## src/rtl/led_seq_engine.sv

```systemverilog
// rtl/led_seq_engine.sv - programmable LED step sequencer with gated steps, loop mode and timed finish hold
module led_seq_engine #(
    parameter int                LED_W          = 8,
    parameter int                STEPS          = 8,
    parameter int                DWELL_W        = 8,
    parameter int                FINISH_CYCLES  = 16,
    parameter logic [LED_W-1:0]  IDLE_PATTERN   = 8'hAA,
    parameter logic [LED_W-1:0]  FINISH_PATTERN = 8'h18
) (
    input  logic                       clk,
    input  logic                       reset_n,
    input  logic                       start,
    input  logic                       advance,
    input  logic                       abort,
    input  logic                       loop,
    input  logic [$clog2(STEPS)-1:0]   last_step,
    input  logic                       cfg_we,
    input  logic [$clog2(STEPS)-1:0]   cfg_addr,
    input  logic [LED_W-1:0]           cfg_pattern,
    input  logic [DWELL_W-1:0]         cfg_dwell,
    input  logic                       cfg_gate,
    output logic [LED_W-1:0]           leds,
    output logic                       idle,
    output logic                       busy,
    output logic                       waiting,
    output logic                       finish,
    output logic [$clog2(STEPS)-1:0]   step_idx
);
    localparam int AW = $clog2(STEPS);
    localparam int FW = $clog2(FINISH_CYCLES + 1);
    localparam logic [FW-1:0] FIN_LAST = FW'(FINISH_CYCLES - 1);

    typedef enum logic [3:0] {
        S_IDLE = 4'b0001,
        S_RUN  = 4'b0010,
        S_WAIT = 4'b0100,
        S_FIN  = 4'b1000
    } state_t;

    state_t             state_q, state_d;
    logic [AW-1:0]      k_q, k_d;
    logic [DWELL_W-1:0] cnt_q, cnt_d;
    logic [FW-1:0]      fcnt_q, fcnt_d;
    logic               loop_q, loop_d;
    logic [AW-1:0]      last_q, last_d;
    logic               step_next;
    logic               wr_en;

    logic [LED_W-1:0]   pat_mem   [STEPS];
    logic [DWELL_W-1:0] dwell_mem [STEPS];
    logic               gate_mem  [STEPS];

    // Table is only writable while parked in IDLE and not about to launch a run.
    assign wr_en = cfg_we && (state_q == S_IDLE) && !start;

    always_comb begin
        state_d   = state_q;
        k_d       = k_q;
        cnt_d     = cnt_q;
        fcnt_d    = fcnt_q;
        loop_d    = loop_q;
        last_d    = last_q;
        step_next = 1'b0;
        case (state_q)
            S_IDLE: begin
                if (start) begin
                    state_d = S_RUN;
                    k_d     = '0;
                    cnt_d   = dwell_mem[0];
                    loop_d  = loop;
                    last_d  = last_step;
                end
            end
            S_RUN: begin
                if (cnt_q != '0)
                    cnt_d = cnt_q - 1'b1;
                else if (gate_mem[k_q] && !advance)
                    state_d = S_WAIT;
                else
                    step_next = 1'b1;
            end
            S_WAIT: begin
                if (advance)
                    step_next = 1'b1;
            end
            S_FIN: begin
                if (fcnt_q == FIN_LAST)
                    state_d = S_IDLE;
                else
                    fcnt_d = fcnt_q + 1'b1;
            end
            default: state_d = S_IDLE;
        endcase

        // Shared end-of-step action for RUN at cnt 0 and for a released WAIT.
        if (step_next) begin
            if (k_q != last_q) begin
                state_d = S_RUN;
                k_d     = k_q + 1'b1;
                cnt_d   = dwell_mem[k_q + 1'b1];
            end else if (loop_q) begin
                state_d = S_RUN;
                k_d     = '0;
                cnt_d   = dwell_mem[0];
            end else begin
                state_d = S_FIN;
                k_d     = '0;
                fcnt_d  = '0;
            end
        end

        if (abort && (state_q != S_IDLE)) begin
            state_d = S_IDLE;
            k_d     = '0;
            cnt_d   = '0;
            fcnt_d  = '0;
        end
    end

    always_ff @(posedge clk or negedge reset_n) begin
        if (!reset_n) begin
            state_q <= S_IDLE;
            k_q     <= '0;
            cnt_q   <= '0;
            fcnt_q  <= '0;
            loop_q  <= 1'b0;
            last_q  <= '0;
            for (int i = 0; i < STEPS; i++) begin
                pat_mem[i]   <= '0;
                dwell_mem[i] <= '0;
                gate_mem[i]  <= 1'b0;
            end
        end else begin
            state_q <= state_d;
            k_q     <= k_d;
            cnt_q   <= cnt_d;
            fcnt_q  <= fcnt_d;
            loop_q  <= loop_d;
            last_q  <= last_d;
            if (wr_en) begin
                pat_mem[cfg_addr]   <= cfg_pattern;
                dwell_mem[cfg_addr] <= cfg_dwell;
                gate_mem[cfg_addr]  <= cfg_gate;
            end
        end
    end

    assign idle     = (state_q == S_IDLE);
    assign busy     = (state_q == S_RUN) || (state_q == S_WAIT);
    assign waiting  = (state_q == S_WAIT);
    assign finish   = (state_q == S_FIN);
    assign step_idx = busy ? k_q : '0;

    always_comb begin
        leds = IDLE_PATTERN;
        if (busy)
            leds = pat_mem[k_q];
        else if (finish)
            leds = FINISH_PATTERN;
    end
endmodule

```

## config.mk

```make
export PLATFORM = sky130hd
export DESIGN_NAME = led_seq_engine
export DESIGN_NICKNAME = d
export VERILOG_FILES = /design/src/rtl/led_seq_engine.sv
export SDC_FILE = /design/constraint.sdc
export NUM_CORES = 1
export LEC_CHECK = 0
export CORE_MARGIN = 5
export CORE_UTILIZATION = 39
export DETAILED_ROUTE_END_ITERATION = 8
export SLEW_MARGIN = 40
export SYNTH_ARGS = -nofsm -noshare
export SYNTH_HDL_FRONTEND = slang
export SYNTH_SLANG_ARGS = --single-unit
```

## constraint.sdc

```tcl
create_clock -name clk -period 2.6 [get_ports clk]
set_input_delay 0.39 -clock clk [delete_from_list [all_inputs] [get_ports clk]]
set_output_delay 0.39 -clock clk [all_outputs]
set_load 0.03 [all_outputs]
```

==> metrics.txt, run 1 <==
count leader, synth dfrtp_1; final setup margin 0.1119 ns; Ant. Diodes 0; initial DRC count 273; Setup Crit Path Kind register to output pin; Place WS 0.1123 ns; clk_lat worst skew 0.42 ns; total track usage 16.69%; Final HPWL DP 12170 µm; DIE WIDTH 152.2 µm; crit path launch k_q[0]; Cells after Synth 544; 1st-pass router iterations 5; synth warn 0; Worst Path Required 2.21 ns; TritonCTS Buffers 17; CTS clk-pin slew, worst paths 0.06 ns; final setup violating endpoints 0; Boundary Pins 45; max cap viols 0; Via Count 4914; Worst Hold Depth 3; final core occ 47.22%; fin crit period 2.488 ns; largest net degree at the start of global routing 70; Max Freq 401.9 MHz; Clock H-tree levels 4; Power Density 1078 mW/mm²; Mapped Nets 577; DRC Markers 0; Synth top area share 50.42%; Slew Limit Fails 0; routed wire length 18540 µm; Cell Area, Synth 0.007891 mm²; Startpoint Class register; commonest cells in the netlist 159 x dfrtp_1, 117 x mux2_2, 34 x mux4_2, 23 x nand2_1, 21 x mux2_4; maximum vdd ir drop 0.0004211 V; Core Area 0.02010 mm²; min-delay src last_step[2]; GRT overflow 0; Die Ht 152.2 µm; final period utilization 95.70%; layout cells sized above 1 44.00%; Mean Syn Cell Area 14.51 µm²; vias in the first global route 5411; overall power 0.01024 W; HP Class primary input to register; CP Capture Type output pin; critical path arrival 2.10 ns; EDFF count, synth 0; Distinct cells, synth 65; placed cells 862; routed length per instance 20.72 µm; asr flop ratio synth 100.0%; initial antenna violation count 0; status finished clean; P&R area growth vs syn 20.31%; first-pass GRT wire length 30660 µm; LEAKAGE 4.149 nW; number of nets in the layout 646; slew margin rel. 58.82%; reg2reg start k_q[0]; Vias per Instance 5.491; Worst Skew 0.006047 ns; Worst-Margin Slew 0.6021 ns; clock buffer depth 2; GPL Wtd Cong 0.8543; crit-path max FO 5; Die ar. 0.02318 mm²; clock sink count 160; Routed Antenna Nets 0; Primary FF master, synth dfrtp_1; top cells by area, synth dfrtp_1 50%, mux2_2 17%, mux4_2 9.7%; sequential share of the synthesized area 50.75%; Hold Vio Cnt, Final 0; R2R setup slack 0.17 ns; R2R depth 6; post-layout instance count excluding filler cells 895; area leader, netlist dfrtp_1; clock root cell clkbuf_16; Yosys reg bits 160; IO Port Bufs 44; FP Rows 52; initial core utilization 39.25%; CTS tree yes
routing by layer:
| metal | vias to the layer above | track usage (%) | part of all wire (%) |
|---|---|---|---|
| met4 | 0 | 5.565 | 1.6 |
| met1 | 2587 | 22.06 | 45 |
| li1 | 2196 | - | - |
| met5 | - | 0 | 0 |
| met2 | 109 | 27.54 | 50 |
| met3 | 22 | 3.550 | 3.8 |
flip-flops by register name, summed over array words and instances (netlist names):
name       flops
k_q            3
state_q        4
fcnt_q         5
gate_mem       8
last_q         3
dwell_mem     64
cnt_q          8
pat_mem       64
loop_q         1
critical path, cell delays in order, from the launching register on:
cell	delay [ns]
dfrtp_2	0.46
mux4_2	0.54
mux2i_2	0.22
a21oi_1	0.10
dlygate4sd2_1	0.36
layout by cell type, fill, tap and decap left out, drive strengths merged, types with 3 or more instances in the layout:
master	Yosys	routed
ha	3	3
clkdlybuf4s50	0	28
clkbuf	4	24
nand2b	3	3
and2	4	4
o21ai	8	8
or3	3	3
mux2i	20	20
dlymetal6s2s	0	3
buf	22	37
a211oi	6	6
nand3	8	8
mux2	138	138
inv	5	8
clkinv	0	4
nor3	3	3
xor2	3	3
or3b	6	6
xnor2	3	3
nand2	25	25
nor2	21	21
nand3b	4	4
nor3b	3	3
mux4	34	34
dfrtp	159	159
nor4b	5	5
a311oi	3	3
bufinv	0	4
a21oi	18	18
power by group:
part	internal, W	switching (W)
sequential	0.00359	0.000687
combinational	0.00195	0.00133
clock	0.00166	0.00102
total	0.00720	0.00304
path summary, 6_finish.rpt:
kind	endpoint
max	leds[7]
min	last_q[2]
min reg2reg	dwell_mem[8]
min in group asynchronous	pat_mem[24]
max in group asynchronous	dwell_mem[21]
max reg2reg	cnt_q[6]
logic make-up after synthesis:
kind of cell / Yosys count / synth area share [%]
mux: 192 / 32.93
xor+xnor: 6 / 0.6660
flops: 160 / 50.75
simple gates: 100 / 8.356
buf+inv: 31 / 2.299
compound gates: 52 / 4.519
fa+ha+maj: 3 / 0.4757
what timing repair did:
item | CTS | global route
buffers inserted | 0 | 1
hold endpoints to repair | 65 | 0
endpoints found under the setup margin | 8 | 18
gates resized for setup | 12 | 20
hold buffers | 1 | 0
stage by stage:
stage / instance area [µm²] / setup TNS [ns] / hold WS, ns
after floorplan: 7898 / 0 / 0.09441
after global placement: 8843 / 0 / 0.4230
after detailed placement: 8843 / 0 / 0.4345
after CTS: 9483 / -0.01979 / 0.4885
after global routing: 9494 / -0.003941 / 0.5014
final: 9494 / 0 / 0.5025
area by class of cell:
class                   count  area [µm²]
clock buffers              19       452.9
clock inverters            12       181.4
fillers                  1726       10610
inverters                   5       18.77
multi-input cells         353        3725
flip-flops and latches    160        4006
well taps                 270       337.8
repair buffers             76       772.0
(Power assumes the default switching activity.)
==> run 2, diff against run 1 <==
--- a/config.mk
+++ b/config.mk
@@ -8,6 +8,7 @@
 export CORE_MARGIN = 5
 export CORE_UTILIZATION = 39
 export DETAILED_ROUTE_END_ITERATION = 8
+export SKIP_LAST_GASP = 1
 export SLEW_MARGIN = 40
 export SYNTH_ARGS = -nofsm -noshare
 export SYNTH_HDL_FRONTEND = slang
==> run 2 against run 1 <==
Against the previous run: global-route usage about the same; non-clock buffer count unchanged; count of clock-buffer cells in the layout unchanged; hold slack got worse by 0.0016 ns; total power barely moved; clock skew about the same; sequential share of layout area is essentially flat; critical path type unchanged; highest routed layer unchanged.
==> metrics.txt, run 2 (same netlist as run 1, synthesis figures left out) <==
status finished clean; CP Capture Type output pin; routed length per instance 20.68 µm; Worst Hold Depth 3; overall power 0.01023 W; R2R setup slack 0.14 ns; GPL Wtd Cong 0.8543; reg2reg start k_q[0]; Startpoint Class register; maximum vdd ir drop 0.0004138 V; critical path arrival 2.18 ns; Ant. Diodes 0; crit-path max FO 16; DIE WIDTH 152.2 µm; final core occ 47.26%; commonest non-fill, non-tap cell in the layout dfrtp_1; Boundary Pins 45; 1st-pass router iterations 5; most frequent cells in the layout 158 x dfrtp_1, 117 x mux2_2, 34 x mux4_2; Worst Path Required 2.21 ns; Vias per Instance 5.486; Worst Skew 0.006446 ns; Routed Antenna Nets 0; area occupied by multi-input gates 0.003721 mm²; fin crit period 2.566 ns; FP Rows 52; HP Class primary input to register; Place WS 0.1123 ns; clock buffer depth 2; TritonCTS Buffers 17; final setup violating endpoints 0; number of nets in the layout 646; largest net degree at the start of global routing 70; layout cells sized above 1 43.20%; slew margin rel. 58.52%; clk_lat worst skew 0.43 ns; initial core utilization 39.25%; CTS clk-pin slew, worst paths 0.06 ns; Final HPWL DP 12170 µm; max cap viols 0; clock root cell clkbuf_16; Worst-Margin Slew 0.6065 ns; min-delay src loop; DRC Markers 0; Worst Hold End loop_q; first-pass GRT wire length 30640 µm; Clock H-tree levels 4; Regs by FF count dwell_mem: 64 flops, pat_mem: 64 flops; final setup margin 0.03374 ns; LEAKAGE 4.156 nW; Power Density 1077 mW/mm²; Max Freq 389.7 MHz; Slew Limit Fails 0; RSZ-0062 raised after global routing true; R2R depth 6; storage element area 0.004006 mm²; reg2reg end cnt_q[6]; total track usage 16.68%; final period utilization 98.70%; Hold Vio Cnt, Final 0; initial antenna violation count 0; vias in the first global route 5405; Setup Crit Path Kind register to output pin; IO Port Bufs 44; GRT overflow 0; routed wire length 18510 µm; initial DRC count 278; Die Ht 152.2 µm; Core Area 0.02010 mm²; P&R area growth vs syn 20.39%; clock sink count 160; Via Count 4910; Fillers 1724; CTS tree yes; Die ar. 0.02318 mm²
[run 2: cell types whose count changed in the layout (fill, tap and decap cells not counted)]
cell,previous run,this run
clkbuf_2,5,2
dlygate4sd2_1,1,3
buf_6,3,1
buf_4,24,26
clkdlybuf4s15_1,0,2
mux2i_2,2,1
buf_2,1,0
mux2i_1,18,19
[run 2: worst max-delay path, cell delays in order (launching register included)]
cell and delay, ns:
dfrtp_2 0.41, buf_12 0.19, mux4_2 0.52, mux2i_1 0.18
a21oi_1 0.09, clkdlybuf4s15_1 0.35
[run 2: stage by stage]
step / instances / cell area (µm²) / hold WS, ns / TNS [ns]
CTS: 894 / 9480 / 0.4885 / -0.09055
finish: 895 / 9500 / 0.5009 / 0
global placement: 862 / 8843 / 0.4230 / 0
floorplan: 544 / 7898 / 0.09441 / 0
detailed placement: 862 / 8843 / 0.4345 / 0
global route: 895 / 9500 / 0.5014 / -0.1015
[run 2: where the power goes]
group	leakage, nW	internal [W]	switching [W]
clock network	0.310	0.00166	0.00102
registers	2.05	0.00359	0.000682
logic	1.79	0.00194	0.00134
[run 2: how the worst max path moves through the flow]
stage                     startpoint     endpoint  depth (start not counted)
after floorplan           state_q[3]  step_idx[0]                          4
after global placement        k_q[0]      leds[5]                          5
after detailed placement      k_q[0]     cnt_q[6]                          6
after CTS                     k_q[0]      leds[5]                          5
after global routing          k_q[0]      leds[5]                          5
final                         k_q[0]      leds[5]                          5
[run 2: layout make-up]
type	count	area share (%)
clock buffers	19	4.768
flip-flops and latches	160	42.17
inverters	5	0.1976
well taps	270	3.556
repair buffers	76	8.231
multi-input cells	353	39.17
clock inverters	12	1.910
[run 2: per-layer routing]
metal | global-route usage (%) | share of wire, % | up-vias
li1 | - | - | 2198
met5 | 0 | 0 | -
met3 | 3.550 | 3.6 | 23
met4 | 5.565 | 1.7 | 0
met2 | 27.50 | 49 | 102
met1 | 22.06 | 45 | 2587
[run 2: timing repair]
action,in CTS,in global routing
buffers inserted,0,1
endpoints found under the setup margin,8,18
gates resized for setup,10,11
endpoints found under the hold margin,65,0
hold buffers,1,0
==> run 3, diff against run 2 <==
--- a/config.mk
+++ b/config.mk
@@ -8,6 +8,7 @@
 export CORE_MARGIN = 5
 export CORE_UTILIZATION = 39
 export DETAILED_ROUTE_END_ITERATION = 8
+export DONT_BUFFER_PORTS = 1
 export SKIP_LAST_GASP = 1
 export SLEW_MARGIN = 40
 export SYNTH_ARGS = -nofsm -noshare
==> constraint.sdc (replaced) <==
create_clock -name clk -period 2.4 [get_ports clk]
set_input_delay 0.36 -clock clk [delete_from_list [all_inputs] [get_ports clk]]
set_output_delay 0.36 -clock clk [all_outputs]
set_load 0.03 [all_outputs]
==> run 3 against run 2 <==
Against the previous run: the flow now finishes with violations (hold timing); sequential cell count unchanged; non-clock buffer count down 28; global-route usage down 0.46 points; largest cell class unchanged; largest power group unchanged.
==> metrics.txt, run 3 (same netlist as run 1, synthesis figures left out) <==
failing checks hold timing; FP Rows 52; CTS tree yes; DRC Markers 0; LEAKAGE 3.980 nW; HP Class primary input to asynchronous set/reset pin; Setup Crit Path Kind register to output pin; Power Density 1185 mW/mm²; largest net degree at the start of global routing 161; initial DRC count 354; slew margin rel. 48.64%; Die Ht 152.2 µm; 1st-pass router iterations 5; final period utilization 98.19%; crit path launch k_q[0]; CP Capture Type output pin; worst-path cell chain buf_12 -> mux4_2 -> mux2i_4 -> a21oi_2 -> buf_6; Place WS -0.007243 ns; DIE WIDTH 152.2 µm; Core Area 0.02010 mm²; max cap viols 0; CTS clk-pin slew, worst paths 0.06 ns; Regs by FF count dwell_mem: 64 flops, pat_mem: 64 flops; final setup violating endpoints 0; Worst Skew 0.007839 ns; final setup margin 0.04332 ns; crit-path max FO 9; Max Freq 424.3 MHz; critical path arrival 2.00 ns; total track usage 16.23%; routed length per instance 21.08 µm; GPL Wtd Cong 0.8884; Via Count 4804; Worst Path Required 2.04 ns; clock buffer depth 2; CP max stage cell mux4_2; Design Area, Final 0.009209 mm²; Die ar. 0.02318 mm²; GRT overflow 0; P&R area growth vs syn 16.70%; Slew Limit Fails 0; initial core utilization 39.25%; reg2reg start k_q[0]; Boundary Pins 45; Hold Vio Cnt, Final 160; RSZ-0062 raised after global routing true; Clock H-tree levels 4; Ant. Diodes 0; Startpoint Class register; Placed Area 0.008452 mm²; CP max stage delay 0.54 ns; Final HPWL DP 11450 µm; number of nets in the layout 618; most frequent cells in the layout 158 x dfrtp_1, 117 x mux2_2, 38 x buf_4; routed wire length 18300 µm; fin crit period 2.357 ns; status finished with violations; commonest non-fill, non-tap cell in the layout dfrtp_1; TritonCTS Buffers 17; maximum vdd ir drop 0.0004368 V; clk_lat worst skew 0.42 ns; vias in the first global route 5147; final core occ 45.81%; IO Port Bufs 0; first-pass GRT wire length 29860 µm; Routed Antenna Nets 0; clock sink count 160; Fillers 1754; Hold WS -0.3618 ns; Worst-Margin Slew 0.7624 ns; Vias per Instance 5.535; initial antenna violation count 0; layout cells sized above 1 47.83%; clock root cell clkbuf_16
[run 3: layout make-up]
class / count / area [µm²] / share of cell area, %
inverters: 5 / 18.77 / 0.2038
repair buffers: 48 / 467.9 / 5.082
flip-flops and latches: 160 / 4006 / 43.51
clock buffers: 20 / 456.7 / 4.959
clock inverters: 12 / 132.6 / 1.440
well taps: 270 / 337.8 / 3.668
multi-input cells: 353 / 3789 / 41.14
[run 3: path summary, 6_finish.rpt]
kind,end,slack (ns),depth (start not counted)
setup / recovery,leds[7],0.04,5
max in group asynchronous,state_q[0],2.39,0
setup reg to reg,cnt_q[4],0.10,7
min in group clk,loop_q,0.05,2
hold / removal,pat_mem[51],-0.36,0
hold reg to reg,dwell_mem[21],0.50,1
[run 3: metal layers]
| metal | share of wire [%] | vias to the layer above | global-route usage (%) |
|---|---|---|---|
| met5 | 0 | - | 0 |
| met4 | 1.3 | 0 | 4.195 |
| met3 | 4.2 | 11 | 3.777 |
| met2 | 50 | 87 | 27.03 |
| met1 | 44 | 2570 | 21.54 |
| li1 | - | 2136 | - |
[run 3: what timing repair did]
| item | CTS | global route |
|---|---|---|
| setup endpoints to repair | 12 | 19 |
| buffers inserted | 6 | 4 |
| cloned | 0 | 0 |
| pin swaps | 1 | 0 |
| gates resized for setup | 8 | 10 |
| hold endpoints to repair | 160 | 160 |
[run 3: worst max-delay path: cells and delay by family, from the launching register on]
kind | cells | cell delay [ns]
buffers and inverters | 2 | 0.31
multiplexers | 2 | 0.75
flip-flops | 1 | 0.42
AO/OA/AOI/OAI | 1 | 0.09
[run 3: power breakdown]
group | internal (W) | switching (W) | total (W)
registers | 0.00388 | 0.000723 | 0.00461
clock network | 0.00159 | 0.00110 | 0.00269
logic | 0.00218 | 0.00144 | 0.00362
[run 3: metrics by stage]
step	hold slack, ns	cells	total power [W]	TNS (ns)
2_1_floorplan	0.06441	544	0.007155	-1.893
3_3_place_gp	0.07133	826	0.007888	0
3_5_place_dp	0.07052	826	0.008087	-0.007243
4_1_cts	-0.3798	864	0.01092	-0.009199
5_1_grt	-0.3852	868	0.01154	-0.1811
6_report	-0.3618	868	0.01091	0
